## config.mk

```make
export PLATFORM = sky130hd
export DESIGN_NAME = regfile_8x
export DESIGN_NICKNAME = d
export VERILOG_FILES = /design/src/rtl/regfile_8x_pkg.sv /design/src/rtl/mux_8.sv /design/src/rtl/regfile_read_port.sv /design/src/rtl/regfile_8x.sv
export SDC_FILE = /design/constraint.sdc
export NUM_CORES = 1
export LEC_CHECK = 0
export CORE_MARGIN = 2
export CORE_UTILIZATION = 62
export DETAILED_ROUTE_END_ITERATION = 8
export DONT_BUFFER_PORTS = 1
export MAX_ROUTING_LAYER = met4
export PLACE_DENSITY = 0.78
export SKIP_CTS_REPAIR_TIMING = 1
export SYNTH_ARGS = -nofsm -noshare
export SYNTH_HDL_FRONTEND = slang
export SYNTH_SLANG_ARGS = --single-unit
```

## constraint.sdc

```tcl
create_clock -name i_clk -period 1.88 [get_ports i_clk]
set_input_delay 0.188 -clock i_clk [delete_from_list [all_inputs] [get_ports i_clk]]
set_output_delay 0.188 -clock i_clk [all_outputs]
set_load 0.05 [all_outputs]
```

## src/rtl/regfile_8x_pkg.sv

```systemverilog
// Register-file constants shared by the register file and the ID/WB hazard logic.
package regfile_8x_pkg;
  localparam int              REG_ADDR_W = 3;
  localparam int              NUM_REGS   = 8;
  localparam logic [2:0]      REG_ZERO   = 3'd0;
  localparam int              DATA_W     = 16;
endpackage

```

## src/rtl/mux_8.sv

```systemverilog
// One-bit 8:1 selector used as a bit slice of the register-file read ports.
module mux_8 (
  input  logic [7:0] i_d,
  input  logic [2:0] i_sel,
  output logic       o_y
);
  always_comb o_y = i_d[i_sel];
endmodule

```

## src/rtl/regfile_read_port.sv

```systemverilog
// Combinational read port: per-bit mux_8 select, WB bypass, zero-register and reset override.
// Zero latency; no flow control.
module regfile_read_port
  import regfile_8x_pkg::*;
#(
  parameter int WIDTH    = DATA_W,
  parameter bit ZERO_REG = 1'b1
) (
  input  logic                           i_rst,
  input  logic                           i_we,
  input  logic [REG_ADDR_W-1:0]          i_waddr,
  input  logic [WIDTH-1:0]               i_wdata,
  input  logic [REG_ADDR_W-1:0]          i_raddr,
  input  logic [NUM_REGS-1:0][WIDTH-1:0] i_regs,
  output logic [WIDTH-1:0]               o_rdata
);
  logic [WIDTH-1:0] w_mux;
  logic             w_zero;
  logic             w_hit;

  genvar b, k;
  generate
    for (b = 0; b < WIDTH; b++) begin : g_bit
      logic [NUM_REGS-1:0] w_slice;
      for (k = 0; k < NUM_REGS; k++) begin : g_ent
        assign w_slice[k] = i_regs[k][b];
      end
      mux_8 u_mux (
        .i_d  (w_slice),
        .i_sel(i_raddr),
        .o_y  (w_mux[b])
      );
    end
  endgenerate

  // A dropped write to the zero register must never bypass.
  assign w_zero = ZERO_REG && (i_raddr == REG_ZERO);
  assign w_hit  = i_we && (i_waddr == i_raddr) && !(ZERO_REG && (i_waddr == REG_ZERO));

  always_comb begin
    o_rdata = w_mux;
    if (i_rst || w_zero) o_rdata = '0;
    else if (w_hit)      o_rdata = i_wdata;
  end
endmodule

```

## src/rtl/regfile_8x.sv

```systemverilog
// 8-entry register file: two zero-latency read ports with WB bypass, one synchronous write port.
// Reset clears every entry and wins over a same-cycle write.
module regfile_8x
  import regfile_8x_pkg::*;
#(
  parameter int WIDTH    = DATA_W,
  parameter bit ZERO_REG = 1'b1
) (
  input  logic                  i_clk,
  input  logic                  i_rst,
  input  logic                  i_we,
  input  logic [REG_ADDR_W-1:0] i_waddr,
  input  logic [WIDTH-1:0]      i_wdata,
  input  logic [REG_ADDR_W-1:0] i_raddr_a,
  input  logic [REG_ADDR_W-1:0] i_raddr_b,
  output logic [WIDTH-1:0]      o_rdata_a,
  output logic [WIDTH-1:0]      o_rdata_b
);
  logic [NUM_REGS-1:0][WIDTH-1:0] r_regs;
  logic                           w_wr_en;

  assign w_wr_en = i_we && !(ZERO_REG && (i_waddr == REG_ZERO));

  always_ff @(posedge i_clk) begin
    if (i_rst)        r_regs <= '0;
    else if (w_wr_en) r_regs[i_waddr] <= i_wdata;
  end

  regfile_read_port #(.WIDTH(WIDTH), .ZERO_REG(ZERO_REG)) u_port_a (
    .i_rst  (i_rst),
    .i_we   (i_we),
    .i_waddr(i_waddr),
    .i_wdata(i_wdata),
    .i_raddr(i_raddr_a),
    .i_regs (r_regs),
    .o_rdata(o_rdata_a)
  );

  regfile_read_port #(.WIDTH(WIDTH), .ZERO_REG(ZERO_REG)) u_port_b (
    .i_rst  (i_rst),
    .i_we   (i_we),
    .i_waddr(i_waddr),
    .i_wdata(i_wdata),
    .i_raddr(i_raddr_b),
    .i_regs (r_regs),
    .o_rdata(o_rdata_b)
  );
endmodule

```

==> results_dict.tcl, run 1 <==
set metrics [dict create \
    run_status "complete, but fails checks" \
    violations "negative setup slack" \
    p_leak_nw 3.28 \
    regMostFlops "r_regs" \
    ir_drop_uv 661 \
    fin_worst_skew_ns 0 \
    die_h_um 111 \
    core_area_um2 10900 \
    setup.worst_path.end_class "output port" \
    worst_slew_pin_slew_ns 0.935 \
    postRouteAntennaNets 0 \
    setup_viol 32 \
    required_ns 1.69 \
    clk_latency_ns 0.42 \
    synth.area.top_cells "dfxtp_1, mux4_2, nand2_1" \
    n_antenna_cell 0 \
    synth-edff-count 0 \
    design_area_um2 9430 \
    cp_max_fo 3 \
    grt_setup_unrepaired "yes" \
    mappedNetlistArea_um2 7030 \
    yosys.area.top_type "dfxtp_1" \
    wire_per_inst_um 27.0 \
    synth.distinct_cells 33 \
    synthArstFlopShare_pct 0 \
    fmax_mhz 485 \
    drcViolationCount 0 \
    fin_crit_ns 2.06 \
    floorplan.initialDensity_pct 64.3 \
    cts_made_buffers 17 \
    yosys_most_used_dff "dfxtp_1" \
    antenna_found_initial 0 \
    syn-num-nets 789 \
    grt_max_degree 146 \
    grt_use_total_pct 37.4 \
    drive_gt1_share_pct 28.8 \
    syn_inst 761 \
    vias_per_cell 7.26 \
    grt_pass1_wl_um 34300 \
    rows 38 \
    cts-root-buf "clkbuf_16" \
    slew_violations 0 \
    cts-htree-levels 4 \
    crit_type "flop to output port" \
    power_density_nw_per_um2 757 \
    placed_cell_area_um2 7760 \
    min_period_over_period_pct 110 \
    ys_ff_latch 128 \
    startpoint "r_regs[26]" \
    largest_register_ffs 128 \
    clkTransAtPathRegs_ns 0.06 \
    synth_top_area_share_pct 36.4 \
    dp_cells 881 \
    final_cell_count_no_fill 985 \
    clock_path_buffers 2 \
    hold_start "i_waddr[1]" \
    die_w_um 111 \
    arrival_ns 1.88 \
    min_path_type "input pin to flop" \
    overflow 0 \
    die_area_um2 12200 \
    drt_iter0_drc 935 \
    slew_headroom_pct 37.7 \
    reg.largest.list "r_regs x128" \
    ys_seq_area_share_pct 36.4 \
    cap_viol_max_count 0 \
    grt_pass1_vias 6343 \
    num_vias 7156 \
    synth_warnings 0 \
    area_growth_syn_to_layout_pct 34.1 \
    io_pins 60 \
    postRouteWirelength_um 26600 \
    reg2reg_from "r_regs[79]" \
    place_congestion 0.919 \
    cts.sinks 128 \
    start_kind "flop" \
    synth.avg_cell_area_um2 9.24 \
    fin_nets 860 \
    tns_ns -3.01 \
    setup_ws_ns -0.184 \
    port_buffers 0 \
    dp.final_hpwl_um 13500 \
    drt_pre_antenna_iters 6 \
    hold_viol 0 \
    cts_tree "done" \
    fill_cells 485 \
]
[worst max-delay path, stage by stage (launching register included)]
cell and delay, ns:
dfxtp_1 0.34, mux4_2 0.51, mux2i_4 0.26, a2111oi_4 0.15
buf_12 0.19
[report_power, final]
group | switching [W] | internal, W
Combinational | 0.000417 | 0.000371
Sequential | 0.0000422 | 0.00277
Clock | 0.00129 | 0.00225
[area by class of cell]
class / count / area (um^2) / area share, %
clock buffers: 18 / 439 / 4.66
clock inverters: 14 / 189 / 2.00
multi-input cells: 553 / 4610 / 48.9
flip-flops and latches: 128 / 2600 / 27.6
well taps: 140 / 175 / 1.86
repair buffers: 132 / 1420 / 15.0
[synth_stat cells (2+ instances only)]
library cell,number
nand2_1,230
a21oi_1,128
dfxtp_1,128
mux4_2,64
clkbuf_1,56
mux2i_1,32
nor2b_1,19
o211a_1,16
o211ai_1,16
buf_2,15
a2111oi_2,10
nor2_1,7
a2111oi_1,6
buf_4,4
buf_6,4
xnor2_1,4
and2_1,2
nand2b_1,2
nand3_1,2
nand3b_1,2
nor3_1,2
[routing by layer]
layer  vias to the layer above  track usage, %  wire length [um]
met1                      3383            43.6              8700
met3                       214            9.11              3330
li1                       2868               -                 -
met2                       691            59.1             12400
met4                         0            21.9              2190
met5                         -               -                 0
[cell families after synthesis]
family	share of synthesized area, %
simple gates	16.3
buf+inv	5.18
flops	36.4
xor+xnor	0.498
mux	25.0
compound gates	16.5
[metrics by stage]
stage / util (%) / power, W / hold WS, ns / worst slack [ns]
after floorplan: - / 0.00346 / 0.443 / -0.234
after global placement: 71.0 / 0.00343 / 0.268 / -0.00566
after detailed placement: 71.0 / 0.00345 / 0.271 / -0.0223
after CTS: 76.8 / 0.00692 / -0.174 / -0.229
after global routing: 86.2 / 0.00728 / 0.142 / -0.216
final: 86.2 / 0.00714 / 0.139 / -0.184
[placed cells by master (no fill, tap or decap), types with 3 or more instances in the layout]
cell type,synthesis,routed
dlygate4sd3_1,0,63
o211a_4,0,7
clkbuf_16,0,19
clkinv_2,0,4
a21oi_1,128,128
dfxtp_2,0,29
o211ai_1,16,16
mux2i_4,0,15
a2111oi_4,0,16
nor2_1,7,7
o211a_1,16,8
buf_4,4,44
nand2_1,230,230
nor2b_1,19,19
clkinvlp_4,0,3
xnor2_1,4,3
bufinv_16,0,4
dfxtp_1,128,99
buf_12,0,15
mux2i_1,32,15
buf_6,4,7
mux4_2,64,64
[path summary, 6_finish.rpt]
kind	end	slack, ns	cells after the start
setup / recovery	o_rdata_b[10]	-0.18	4
hold / removal	r_regs[70]	0.14	4
setup reg to reg	r_regs[79]	0.56	3
hold reg to reg	r_regs[112]	0.46	2
Power figures use the tool's default switching activity.
==> inputs of run 2 (changes only) <==
SETUP_SLACK_MARGIN = 0.4   (was unset)
==> results_dict.tcl, run 2 (synthesized netlist as in run 1, its figures left out) <==
set metrics [dict create \
    overflow 0 \
    core_area_um2 10900 \
    num_vias 7431 \
    min_path_type "input pin to flop" \
    reg2reg_slack_ns 0.52 \
    reg2reg_from "r_regs[21]" \
    grt_pass1_vias 6587 \
    dp_slack_ns 0.135 \
    cts-root-buf "clkbuf_16" \
    setup.worst_path.end_class "output port" \
    port_buffers 0 \
    rows 38 \
    layout_common_cells "nand2_1, a21oi_1, dfxtp_1, dlygate4sd3_1, mux4_2" \
    setup_viol 32 \
    area_growth_syn_to_layout_pct 35.3 \
    largest_register_ffs 128 \
    power_density_nw_per_um2 735 \
    hold_start "i_waddr[0]" \
    die_w_um 111 \
    holdPathStages 3 \
    fin_util_pct 87.0 \
    fin_nets 859 \
    grt_pass1_wl_um 35000 \
    crit_type "flop to output port" \
    clk_latency_ns 0.43 \
    setup_ws_ns -0.210 \
    slew_headroom_pct 36.4 \
    drcViolationCount 0 \
    die_area_um2 12200 \
    p_leak_nw 3.28 \
    min_to "r_regs[67]" \
    arrival_ns 1.90 \
    cts.sinks 128 \
    cts_tree "done" \
    hold_ws_ns 0.0360 \
    postRouteAntennaNets 0 \
    io_pins 60 \
    violations "negative setup slack" \
    ff2ff_path_depth 3 \
    grt_use_total_pct 37.7 \
    required_ns 1.69 \
    place_congestion 0.861 \
    clkTransAtPathRegs_ns 0.05 \
    regMostFlops "r_regs" \
    drive_gt1_share_pct 27.8 \
    wire_per_inst_um 29.1 \
    drt_iter0_drc 1331 \
    die_h_um 111 \
    fin_worst_skew_ns 0 \
    cts_made_buffers 17 \
    grt_setup_unrepaired "yes" \
    clock_path_buffers 2 \
    min_period_over_period_pct 111 \
    cp_max_fo 3 \
    slew_violations 0 \
    drt_pre_antenna_iters 6 \
    start_kind "flop" \
    fin_crit_ns 2.09 \
    reg2reg_to "r_regs[21]" \
    vias_per_cell 7.54 \
    grt_max_degree 146 \
    cap_viol_max_count 0 \
    mostFrequentLayoutCell "nand2_1" \
    floorplan.initialDensity_pct 64.3 \
    reg.largest.list "r_regs x128" \
    dp.final_hpwl_um 13000 \
    fmax_mhz 479 \
    hold_viol 0 \
    run_status "complete, but fails checks" \
    cts-htree-levels 4 \
    antenna_found_initial 0 \
    worst_slew_pin_slew_ns 0.954 \
    postRouteWirelength_um 28600 \
    ir_drop_uv 706 \
]
## run 2: per-layer routing
metal | GRT usage [%] | vias up | wire (um)
met1 | 45.7 | 3459 | 9260
met2 | 59.4 | 797 | 13000
met4 | 19.9 | 0 | 2420
met3 | 8.12 | 300 | 3900
li1 | - | 2875 | -
met5 | - | - | 0
## run 2: metrics by stage
step	instances	setup TNS, ns	instance area, um^2	total power [W]
3_5_place_dp	863	0	7770	0.00346
6_report	985	-3.06	9510	0.00699
2_1_floorplan	761	-2.84	7560	0.00352
4_1_cts	895	-3.43	8360	0.00672
5_1_grt	984	-4.09	9510	0.00711
3_3_place_gp	863	0	7770	0.00344
## run 2: layout make-up
class / instances / area (um^2)
diodes: 1 / 2.50
clock buffers: 23 / 488
clock inverters: 9 / 106
fillers: 483 / 1420
multi-input cells: 553 / 4700
flip-flops and latches: 128 / 2610
well taps: 140 / 175
repair buffers: 131 / 1430
## run 2: where the power goes
group,switching (W),internal [W]
clock,0.00131,0.00209
sequential,0.0000468,0.00277
combinational,0.000418,0.000368
total,0.00177,0.00522
## run 2: worst max-delay path: stages, from the launching register on
cell and delay [ns]:
dfxtp_1 0.32, mux4_2 0.47, mux2i_1 0.24, o211ai_1 0.19, o211a_4 0.25
## run 2: worst max path at each step
stage / to / startpoint / depth (start not counted) / slack (ns)
6_report: o_rdata_a[1] / r_regs[113] / 4 / -0.21
3_3_place_gp: o_rdata_b[1] / i_waddr[1] / 6 / 0.15
4_1_cts: o_rdata_b[9] / r_regs[121] / 4 / -0.19
3_5_place_dp: o_rdata_b[1] / i_waddr[1] / 6 / 0.14
2_1_floorplan: o_rdata_b[0] / i_raddr_b[2] / 7 / -0.23
5_1_grt: o_rdata_a[1] / r_regs[113] / 4 / -0.27
==> inputs of run 3 (changes only) <==
BUFFER_PORTS_ARGS = -buffer_cell sky130_fd_sc_hd__buf_2   (was unset)
CORE_ASPECT_RATIO = 2   (was unset)
CORE_UTILIZATION = 60   (was 62)
DONT_BUFFER_PORTS = unset   (was 1)
PLACE_DENSITY = 0.8   (was 0.78)
==> results_dict.tcl, run 3 (synthesized netlist as in run 1, its figures left out) <==
set metrics [dict create \
    largest_register_ffs 128 \
    fin_worst_skew_ns 0 \
    layout_common_cells "nand2_1, a21oi_1, dfxtp_2, mux4_2, buf_4" \
    violations "negative setup slack" \
    cts.sinks 128 \
    min_path_type "input pin to flop" \
    run_status "complete, but fails checks" \
    die_w_um 80.6 \
    antenna_found_initial 0 \
    clk_latency_ns 0.42 \
    design_area_um2 9500 \
    cts-htree-levels 4 \
    die_area_um2 12700 \
    regMostFlops "r_regs" \
    overflow 0 \
    clock_path_buffers 2 \
    area_growth_syn_to_layout_pct 35.1 \
    cts_made_buffers 17 \
    hold_viol 0 \
    power_density_nw_per_um2 739 \
    grt_use_total_pct 40.1 \
    reg.largest.list "r_regs x128" \
    grt_setup_unrepaired "yes" \
    core_area_um2 11600 \
    place_congestion 0.935 \
    wire_per_inst_um 26.5 \
    crit_type "flop to output port" \
    clkTransAtPathRegs_ns 0.06 \
    drt_iter0_drc 982 \
    dp.final_hpwl_um 14800 \
    floorplan.initialDensity_pct 60.8 \
    fin_crit_ns 2.14 \
    arrival_ns 1.95 \
    drive_gt1_share_pct 45.9 \
    cp_max_fo 3 \
    rows 56 \
    fmax_mhz 467 \
    n_antenna_cell 0 \
    num_vias 7036 \
    fin_util_pct 82.2 \
    start_kind "flop" \
    die_h_um 157 \
    vias_per_cell 7.06 \
    min_period_over_period_pct 114 \
    setup_viol 32 \
    setup_ws_ns -0.260 \
    io_pins 60 \
    drt_pre_antenna_iters 7 \
    p_leak_nw 3.24 \
    fin_nets 868 \
    setup.worst_path.end_class "output port" \
    ir_drop_uv 777 \
    grt_pass1_wl_um 36600 \
    mostFrequentLayoutCell "nand2_1" \
    reg2reg_slack_ns 1.14 \
    drcViolationCount 0 \
    postRouteWirelength_um 26400 \
    hold_ws_ns 0.101 \
    cts_tree "done" \
    placed_cell_area_um2 8290 \
    slew_headroom_pct 64.1 \
    port_buffers 59 \
    cap_viol_max_count 0 \
    postRouteAntennaNets 0 \
    grt_pass1_vias 6907 \
    slew_violations 0 \
    grt_max_degree 44 \
    worst_slew_pin_slew_ns 0.537 \
    required_ns 1.69 \
    cts-root-buf "clkbuf_16" \
]
## run 3: final cells by class
cell class	count	area [um^2]
Fill cell	619	2060
Timing Repair Buffer	139	1370
Tap cell	145	181
Sequential cell	128	2670
Clock buffer	21	460
Clock inverter	9	86.3
Multi-Input combinational cell	554	4730
## run 3: worst max-delay path, stage by stage (launching register included)
cell      delay (ns)
dfxtp_2         0.33
mux4_2          0.47
mux2i_2         0.22
o211ai_1        0.18
o211a_4         0.18
buf_6           0.15
## run 3: worst paths after layout
kind               start       endpoint  cells after the start
min reg2reg  r_regs[124]    r_regs[124]                      2
min          i_wdata[10]    r_regs[122]                      3
max reg2reg  r_regs[101]    r_regs[101]                      2
max           r_regs[28]  o_rdata_a[12]                      5
## run 3: metrics by stage
step	std cells	TNS (ns)	setup slack (ns)	total power, W
finish	996	-4.22	-0.260	0.00702
global route	996	-5.26	-0.279	0.00716
CTS	988	-6.13	-0.302	0.00684
detailed placement	958	-2.33	-0.129	0.00379
global placement	958	-1.36	-0.0978	0.00376
floorplan	761	-2.84	-0.234	0.00352
## run 3: routing by layer
metal / track usage (%) / part of all wire, % / up-vias
met5: - / 0 / -
met3: 9.98 / 12 / 196
li1: - / - / 2879
met4: 24.6 / 6.8 / 0
met2: 62.7 / 49 / 662
met1: 45.6 / 32 / 3299
## run 3: report_power, final
part           switching [W]  internal [W]
sequential         0.0000437       0.00277
clock                0.00126       0.00187
combinational       0.000641      0.000436
